[config.mk]
export PLATFORM = sky130hd
export DESIGN_NAME = cntr_seq_machine
export DESIGN_NICKNAME = d
export VERILOG_FILES = /design/src/rtl/cntr_seq_machine.sv
export SDC_FILE = /design/constraint.sdc
export NUM_CORES = 1
export LEC_CHECK = 0
export ABC_AREA = 1
export BUFFER_PORTS_ARGS = -buffer_cell sky130_fd_sc_hd__clkbuf_2
export CAP_MARGIN = 15
export CORE_MARGIN = 2
export CORE_UTILIZATION = 62
export CTS_BUF_LIST = sky130_fd_sc_hd__clkbuf_4 sky130_fd_sc_hd__clkbuf_8 sky130_fd_sc_hd__clkbuf_16
export DETAILED_ROUTE_END_ITERATION = 7
export PLACE_DENSITY_LB_ADDON = 0.25
export SLEW_MARGIN = 20
export SYNTH_ARGS = -nofsm -noshare
export SYNTH_HDL_FRONTEND = slang
export SYNTH_SLANG_ARGS = --single-unit
export TNS_END_PERCENT = 30
[constraint.sdc]
create_clock -name clk -period 6.38 [get_ports clk]
set_clock_uncertainty 0.1 [all_clocks]
set_input_delay 1.914 -clock clk [delete_from_list [all_inputs] [get_ports clk]]
set_output_delay 1.914 -clock clk [all_outputs]
set_load 0.005 [all_outputs]
[src/rtl/cntr_seq_machine.sv]
// Sequence-table driven counter: serially configured entry table stepped by hp_en, no output latency (outputs combinational from state).
// hp_en=0 stalls all counters; config_en freezes the machine while the chain shifts. Optional outer loop and done under STATE_MACHINE_OUTER_LOOP_EN.
module cntr_seq_machine #(
  parameter int SHIFTER_MODE_WIDTH = 2,
  parameter int B_D                = 4,
  parameter int SEQ_D              = 4,
  parameter int OUTER_W            = 4,
  localparam int AW  = (B_D > 2) ? $clog2(B_D) : 1,
  localparam int SW  = (SEQ_D > 2) ? $clog2(SEQ_D) : 1,
  localparam int SMW = (SHIFTER_MODE_WIDTH > 0) ? SHIFTER_MODE_WIDTH : 1
) (
  input  logic           clk,
  input  logic           reset,
  input  logic           start,
  input  logic           hp_en,
  output logic           a_s,
  output logic           b_s,
  output logic           acc_mode,
  output logic [AW-1:0]  b_addr,
  output logic [SMW-1:0] shifter_mode,
  output logic           busy,
`ifdef STATE_MACHINE_OUTER_LOOP_EN
  output logic           done,
`endif
  input  logic           config_en,
  input  logic           config_in,
  output logic           config_out
);

  localparam logic [0:0] IDLE = 1'b0;
  localparam logic [0:0] RUN  = 1'b1;

  localparam int W      = 3 + AW + SHIFTER_MODE_WIDTH;
  localparam int MEM_W  = SEQ_D * W;
`ifdef STATE_MACHINE_OUTER_LOOP_EN
  localparam int OL_W   = OUTER_W;
`else
  localparam int OL_W   = 0 * OUTER_W;
`endif
  localparam int MEM_LSB = SW;
  localparam int BL_LSB  = SW + MEM_W;
  localparam int BS_LSB  = BL_LSB + AW;
  localparam int CHAIN_W = SW + MEM_W + 2 * AW + OL_W;

  localparam logic [SW-1:0] MAX_STEP = SW'(SEQ_D - 1);

  // Configuration chain: config_in enters bit 0 (seq_limit LSB), config_out is the top bit.
  logic [CHAIN_W-1:0] chain_q, chain_d;

  always_comb begin
    chain_d = chain_q;
    if (config_en) chain_d = {chain_q[CHAIN_W-2:0], config_in};
  end

  always_ff @(posedge clk) begin
    chain_q <= chain_d;
  end

  assign config_out = chain_q[CHAIN_W-1];

  logic [SW-1:0]    seq_limit;
  logic [MEM_W-1:0] seq_mem;
  logic [AW-1:0]    base_limit;
  logic [AW-1:0]    base_step;
  logic [SW-1:0]    eff_limit;

  assign seq_limit  = chain_q[0 +: SW];
  assign seq_mem    = chain_q[MEM_LSB +: MEM_W];
  assign base_limit = chain_q[BL_LSB +: AW];
  assign base_step  = chain_q[BS_LSB +: AW];
  assign eff_limit  = (seq_limit > MAX_STEP) ? MAX_STEP : seq_limit;

`ifdef STATE_MACHINE_OUTER_LOOP_EN
  logic [OUTER_W-1:0] outer_limit;
  assign outer_limit = chain_q[BS_LSB + AW +: OUTER_W];
`endif

  logic [0:0]  state_q, state_d;
  logic [SW-1:0] step_q, step_d;
  logic [AW-1:0] base_q, base_d;
`ifdef STATE_MACHINE_OUTER_LOOP_EN
  logic [OUTER_W-1:0] outer_q, outer_d;
  logic               done_q, done_d;
`endif

  // Current entry; a step beyond the table (possible only after a mid-run reconfigure) reads as zero.
  logic [W-1:0] entry;

  always_comb begin
    entry = '0;
    for (int i = 0; i < SEQ_D; i++) begin
      if (step_q == SW'(i)) entry = seq_mem[i*W +: W];
    end
  end

  logic           ent_a_s;
  logic           ent_b_s;
  logic           ent_acc;
  logic [AW-1:0]  ent_inc;
  logic [SMW-1:0] ent_sm;

  assign ent_acc = entry[0];
  assign ent_inc = entry[SHIFTER_MODE_WIDTH+1 +: AW];
  assign ent_b_s = entry[W-2];
  assign ent_a_s = entry[W-1];

  generate
    if (SHIFTER_MODE_WIDTH > 0) begin : g_sm
      assign ent_sm = entry[1 +: SHIFTER_MODE_WIDTH];
    end else begin : g_no_sm
      assign ent_sm = '0;
    end
  endgenerate

  always_comb begin
    a_s          = 1'b0;
    b_s          = 1'b0;
    acc_mode     = 1'b0;
    shifter_mode = '0;
    b_addr       = '0;
    if (state_q == RUN) begin
      a_s          = ent_a_s;
      b_s          = ent_b_s;
      acc_mode     = ent_acc;
      shifter_mode = ent_sm;
      b_addr       = base_q + ent_inc;
    end
  end

  assign busy = (state_q == RUN);
`ifdef STATE_MACHINE_OUTER_LOOP_EN
  assign done = done_q;
`endif

  always_comb begin
    state_d = state_q;
    step_d  = step_q;
    base_d  = base_q;
`ifdef STATE_MACHINE_OUTER_LOOP_EN
    outer_d = outer_q;
    done_d  = 1'b0;
`endif
    if (!config_en) begin
      case (state_q)
        IDLE: begin
          if (start) begin
            state_d = RUN;
            step_d  = '0;
            base_d  = '0;
`ifdef STATE_MACHINE_OUTER_LOOP_EN
            outer_d = '0;
`endif
          end
        end
        RUN: begin
          if (hp_en) begin
            if (step_q != eff_limit) begin
              step_d = step_q + 1'b1;
            end else begin
              step_d = '0;
              base_d = (base_q == base_limit) ? '0 : base_q + base_step;
`ifdef STATE_MACHINE_OUTER_LOOP_EN
              if (outer_q == outer_limit) begin
                state_d = IDLE;
                done_d  = 1'b1;
              end else begin
                outer_d = outer_q + 1'b1;
              end
`endif
            end
          end
        end
        default: state_d = IDLE;
      endcase
    end
  end

  always_ff @(posedge clk) begin
    if (!reset) begin
      state_q <= IDLE;
      step_q  <= '0;
      base_q  <= '0;
`ifdef STATE_MACHINE_OUTER_LOOP_EN
      outer_q <= '0;
      done_q  <= 1'b0;
`endif
    end else begin
      state_q <= state_d;
      step_q  <= step_d;
      base_q  <= base_d;
`ifdef STATE_MACHINE_OUTER_LOOP_EN
      outer_q <= outer_d;
      done_q  <= done_d;
`endif
    end
  end

endmodule

* Word-level counts from Yosys, hierarchy flattened
Index checks and enable logic that the tools add are counted.
Storage, ports and cells: output and inout bits 9, bits of input ports 6, word-level logic and storage cells 41, bits in registers 39
Operators by class: reductions and logical operators 3, muxes and demuxes 20, bitwise operators 2, equality and inequality tests 8, $add $sub $neg 3, $lt $le $gt $ge 1
Operators with widths (count):
- 7-bit two-way mux | 4
- 2-bit two-way mux | 9
- 2-bit case mux with 2 select lines | 2
- 2-bit != test, second input constant | 3
- 1-bit two-way mux | 5
- 2-bit adder | 2
- 2-bit equality test, second input constant | 2
- 4-bit AND reduction | 1
- 3-bit AND reduction | 1
- 2-bit by 1-bit adder with 2-bit output, second input constant | 1
- 2-bit by 1-bit equality test with 1-bit output, second input constant | 1
- 2-bit equality test | 1
- 2-bit greater-than comparator, second input constant | 1
- 2-bit logical NOT | 1
- 2-bit != test | 1
- 1-bit NOT | 2

* Longest topological paths before layout
depth after elaboration 7, mapped depth 12, mapped depth without buffers 12

* Worst setup path before layout
No wires, ideal clock.
kind reg2out, start register step_q[1], end output port b_addr[1], data required time 4.366 ns, cell stages (with the launch flop) 12, setup slack 2.703 ns, arrival time 1.663 ns, path through dfxtp_1 > inv_1 > ha_1 > inv_2 > nand3_1 > nand2_1 > o21ai_0 > a21oi_1 > ha_1 > xor2_1 > a21oi_1 > nor2_1
On the way: cells in the longest elaborated chain, start to end 7, elaborated cells between the ends (all ways) 10, classes of those cells add/sub: 1; eq/ne: 3; mux: 5; reduce/logical: 1
RTL lines:
- start, declared | RTL line 79 | logic [SW-1:0] step_q, step_d;
- start signal, assigned | RTL line 189 | step_q <= step_d;
- 2-bit logical NOT | RTL line 92 | if (step_q == SW'(i)) entry = seq_mem[i*W +: W];
- 7-bit two-way mux (3 in a row) | RTL line 92
- 7-bit two-way mux * | RTL line 92
- 2-bit adder * | RTL line 126 | b_addr = base_q + ent_inc;
- 2-bit two-way mux * | RTL line 121 | if (state_q == RUN) begin
- end, declared | RTL line 19 | output logic [AW-1:0] b_addr,
Mark *: on every way between the ends. The rest lies on a longest branch, timed or not.

* Worst setup path in the final report
Ends and elaborated chain as after synthesis.

==> summary.md <==
| Metric | Value |
|---|---|
| Max-capacitance violation count | `0` |
| Fin crit share | `69.4%` |
| Clock Power Share | `30.5%` |
| Cells on worst reg2reg path | `5` |
| Yosys warning count | `0` |
| Die Ht | `56.1 µm` |
| Sw Pwr | `119 µW` |
| Crit end category | `primary output` |
| Main combinational cell family by area after synthesis | `simple AND/OR/NAND/NOR gates` |
| Post-CTS Setup Inserts | `0` |
| First-pass GRT wire length | `5160 µm` |
| Clock buffer depth | `2` |
| R2r setup slk | `4.92 ns` |
| Simple-gate share of the synthesized area | `13.1%` |
| Sequential share of the synthesized area | `66.6%` |
| Fillers | `165` |
| Cell Int Power | `392 µW` |
| Hold-fix buffers, CTS | `0` |
| R2r startpoint | `busy` |
| Adder-Cell Fraction of Synth Area | `4.46%` |
| Clock-pin slew on the worst setup and hold paths | `0.10 ns` |
| Xor-xnor portion of the synthesized cell area | `1.04%` |
| Top cells by area, synth | `edfxtp_1, nand2_1, dfxtp_1` |
| Power, Total | `511 µW` |
| FF+latch count, synth | `39` |
| DR vias | `1147` |
| Gr ovfl total | `0` |
| Die area | `3150 µm²` |
| Via-to-Cell Ratio | `5.79` |
| Worst r2r dst | `base_q[1]` |
| Clock root buffer | `clkbuf_4` |
| Post-CTS resize count | `0` |
| Hold Crit Class | `flop to flop` |
| Worst EP arrival | `2.41 ns` |
| Crit path launch | `step_q[1]` |
| Setup violators final | `0` |
| Setup crit start kind | `flop` |
| Post-synthesis mux area share | `0%` |
| Final count of hold timing violations | `0` |
| CTS H-tree depth | `2` |
| CTS Buf Count | `5` |
| Syn Nets | `161` |
| Area occupied by multi-input gates | `493 µm²` |
| Post-synth top area cell | `edfxtp_1` |
| Cells after Synth | `149` |
| Initial antenna violation count | `0` |
| Ys async rst share | `0%` |
| CP Data Required Time | `4.37 ns` |
| Core Rows | `18` |
| Min-delay src | `chain_q[27]` |
| Drt pass-1 iters | `4` |
| Seq. cell area | `1120 µm²` |
| Post-route cell area | `1850 µm²` |
| Largest net degree at the start of global routing | `37` |
| Lkg Pwr | `0.763 nW` |
| Later-pin clock latency in the skew report | `0.34 ns` |
| Worst-path fanout max | `8` |
| Switching share of total power | `23.2%` |
| Post-DRT Antenna Nets | `0` |
| Core area | `2520 µm²` |
| Placed cell area | `1770 µm²` |
| N_diodes | `0` |
| Syn avg cell area | `11.3 µm²` |
| Final min period | `4.43 ns` |
| Setup TNS Final | `0 ns` |
| Top FF cell, synth | `edfxtp_1` |
| Initial Util | `66.7%` |
| Gr usage total | `21.9%` |
| Number of synthesized flops with an enable pin | `34` |
| Min-Delay Path Depth | `0` |
| Synth cell types | `21` |
| Cell Area, Synth | `1680 µm²` |
| Max Fclk | `226 MHz` |
| Area grow syn2layout | `9.96%` |
| Vias in the first global route | `1092` |
| Final WS setup | `1.95 ns` |
| Register share of total power | `59.6%` |
| Worst Hold Path EP | `chain_q[28]` |
| Worst-Margin Slew | `0.861 ns` |
| Top post-synthesis cells by count | `edfxtp_1, nand2_1, a21oi_1, o21ai_0, inv_1` |
| First-iteration detailed-routing DRC count | `58` |
| Pwr dens | `276 nW/µm²` |
| Clk sinks | `39` |
| Share of layout cells above drive strength 1 | `16.7%` |
| Final routed DRC violation total | `0` |
| Placed instance count | `190` |
| Most frequent cell after synthesis | `edfxtp_1` |
| Outcome | `finished clean` |
| CP Class | `flop to primary output` |
| Relative slew slack | `42.6%` |
| Port bufs | `14` |
| Final Max Slew Viols | `0` |
| RSZ-0062 raised after global routing | `false` |
| Die Wd | `56.1 µm` |
| Fin nets | `179` |
| Combinational power share | `9.9%` |
| Top Ports | `15` |
| Pre-CTS setup slack | `2.34 ns` |
| HPWL Detailed | `2180 µm` |
| Non-filler instance count after layout | `198` |
| Finished Core Util | `73.4%` |
| Post-Route WL | `3020 µm` |
| CTS tree | `yes` |
| WHS | `0.357 ns` |
| Wirelength per Cell | `15.3 µm` |
| Compound-Gate Fraction of Synth Area | `10.7%` |
| Peak VDD IR | `0.226 mV` |
| GP Congestion | `0.828` |
| Synth top area share | `60.7%` |
-- cell families (layout without fill, tap and decap cells) --
group	Yosys count	in the layout
compound gates	34	34
xor+xnor	2	2
fa+ha+maj	6	6
buf+inv	17	36
flops	39	39
simple gates	51	51
-- state kept, by name, indices dropped and copies added (netlist names) --
register / cells
base_q: 2
busy: 1
chain_q: 34
step_q: 2
-- cells in the final DEF (no fill, tap or decap), types with 2 or more instances in the layout --
cell,count
ha_1,6
clkbuf_4,5
nand2_1,32
nor2_1,5
clkbuf_2,14
inv_1,12
dfxtp_1,5
a21oi_1,17
nand4_1,2
o21ai_0,15
edfxtp_1,34
inv_2,2
nand3_1,8
xor2_1,2
-- how the worst max path moves through the flow --
stage | to | cells past startpoint
after floorplan | b_addr[1] | 11
after global placement | b_addr[1] | 13
after detailed placement | b_addr[1] | 13
after CTS | b_addr[1] | 13
after global routing | b_addr[1] | 13
final | b_addr[1] | 13
-- power groups by stage --
stage	Combinational [mW]	Sequential [mW]	Clock, mW
4_1_cts	0.0505	0.304	0.158
5_1_grt	0.0576	0.306	0.168
3_3_place_gp	0.0474	0.309	0
6_report	0.0506	0.304	0.156
2_1_floorplan	0.0341	0.305	0
3_5_place_dp	0.0504	0.310	0
-- worst max-delay path: stages, from the launching register on --
cell,delay (ns)
dfxtp_1,0.40
inv_1,0.11
ha_1,0.29
inv_2,0.16
nand3_1,0.09
nand2_1,0.07
o21ai_0,0.09
a21oi_1,0.15
ha_1,0.18
xor2_1,0.24
nand3_2,0.10
nand2_1,0.06
nor2_1,0.04
clkbuf_2,0.10
-- metal layers --
metal	routed length (µm)	up-vias	track usage (%)
met5	0	-	0
met4	59	0	10.2
met3	219	7	4.65
met2	1550	55	35.8
met1	1190	534	27.9
li1	-	551	-
-- cell type report --
cell class,instances,area share [%]
clock buffer,5,2.03
clock inverter,3,2.10
inverter,14,2.84
multi-input combinational,93,26.6
sequential,39,60.6
tap,30,2.03
timing repair buffer,14,3.79
Note: power is estimated with default switching activity, not from simulation.
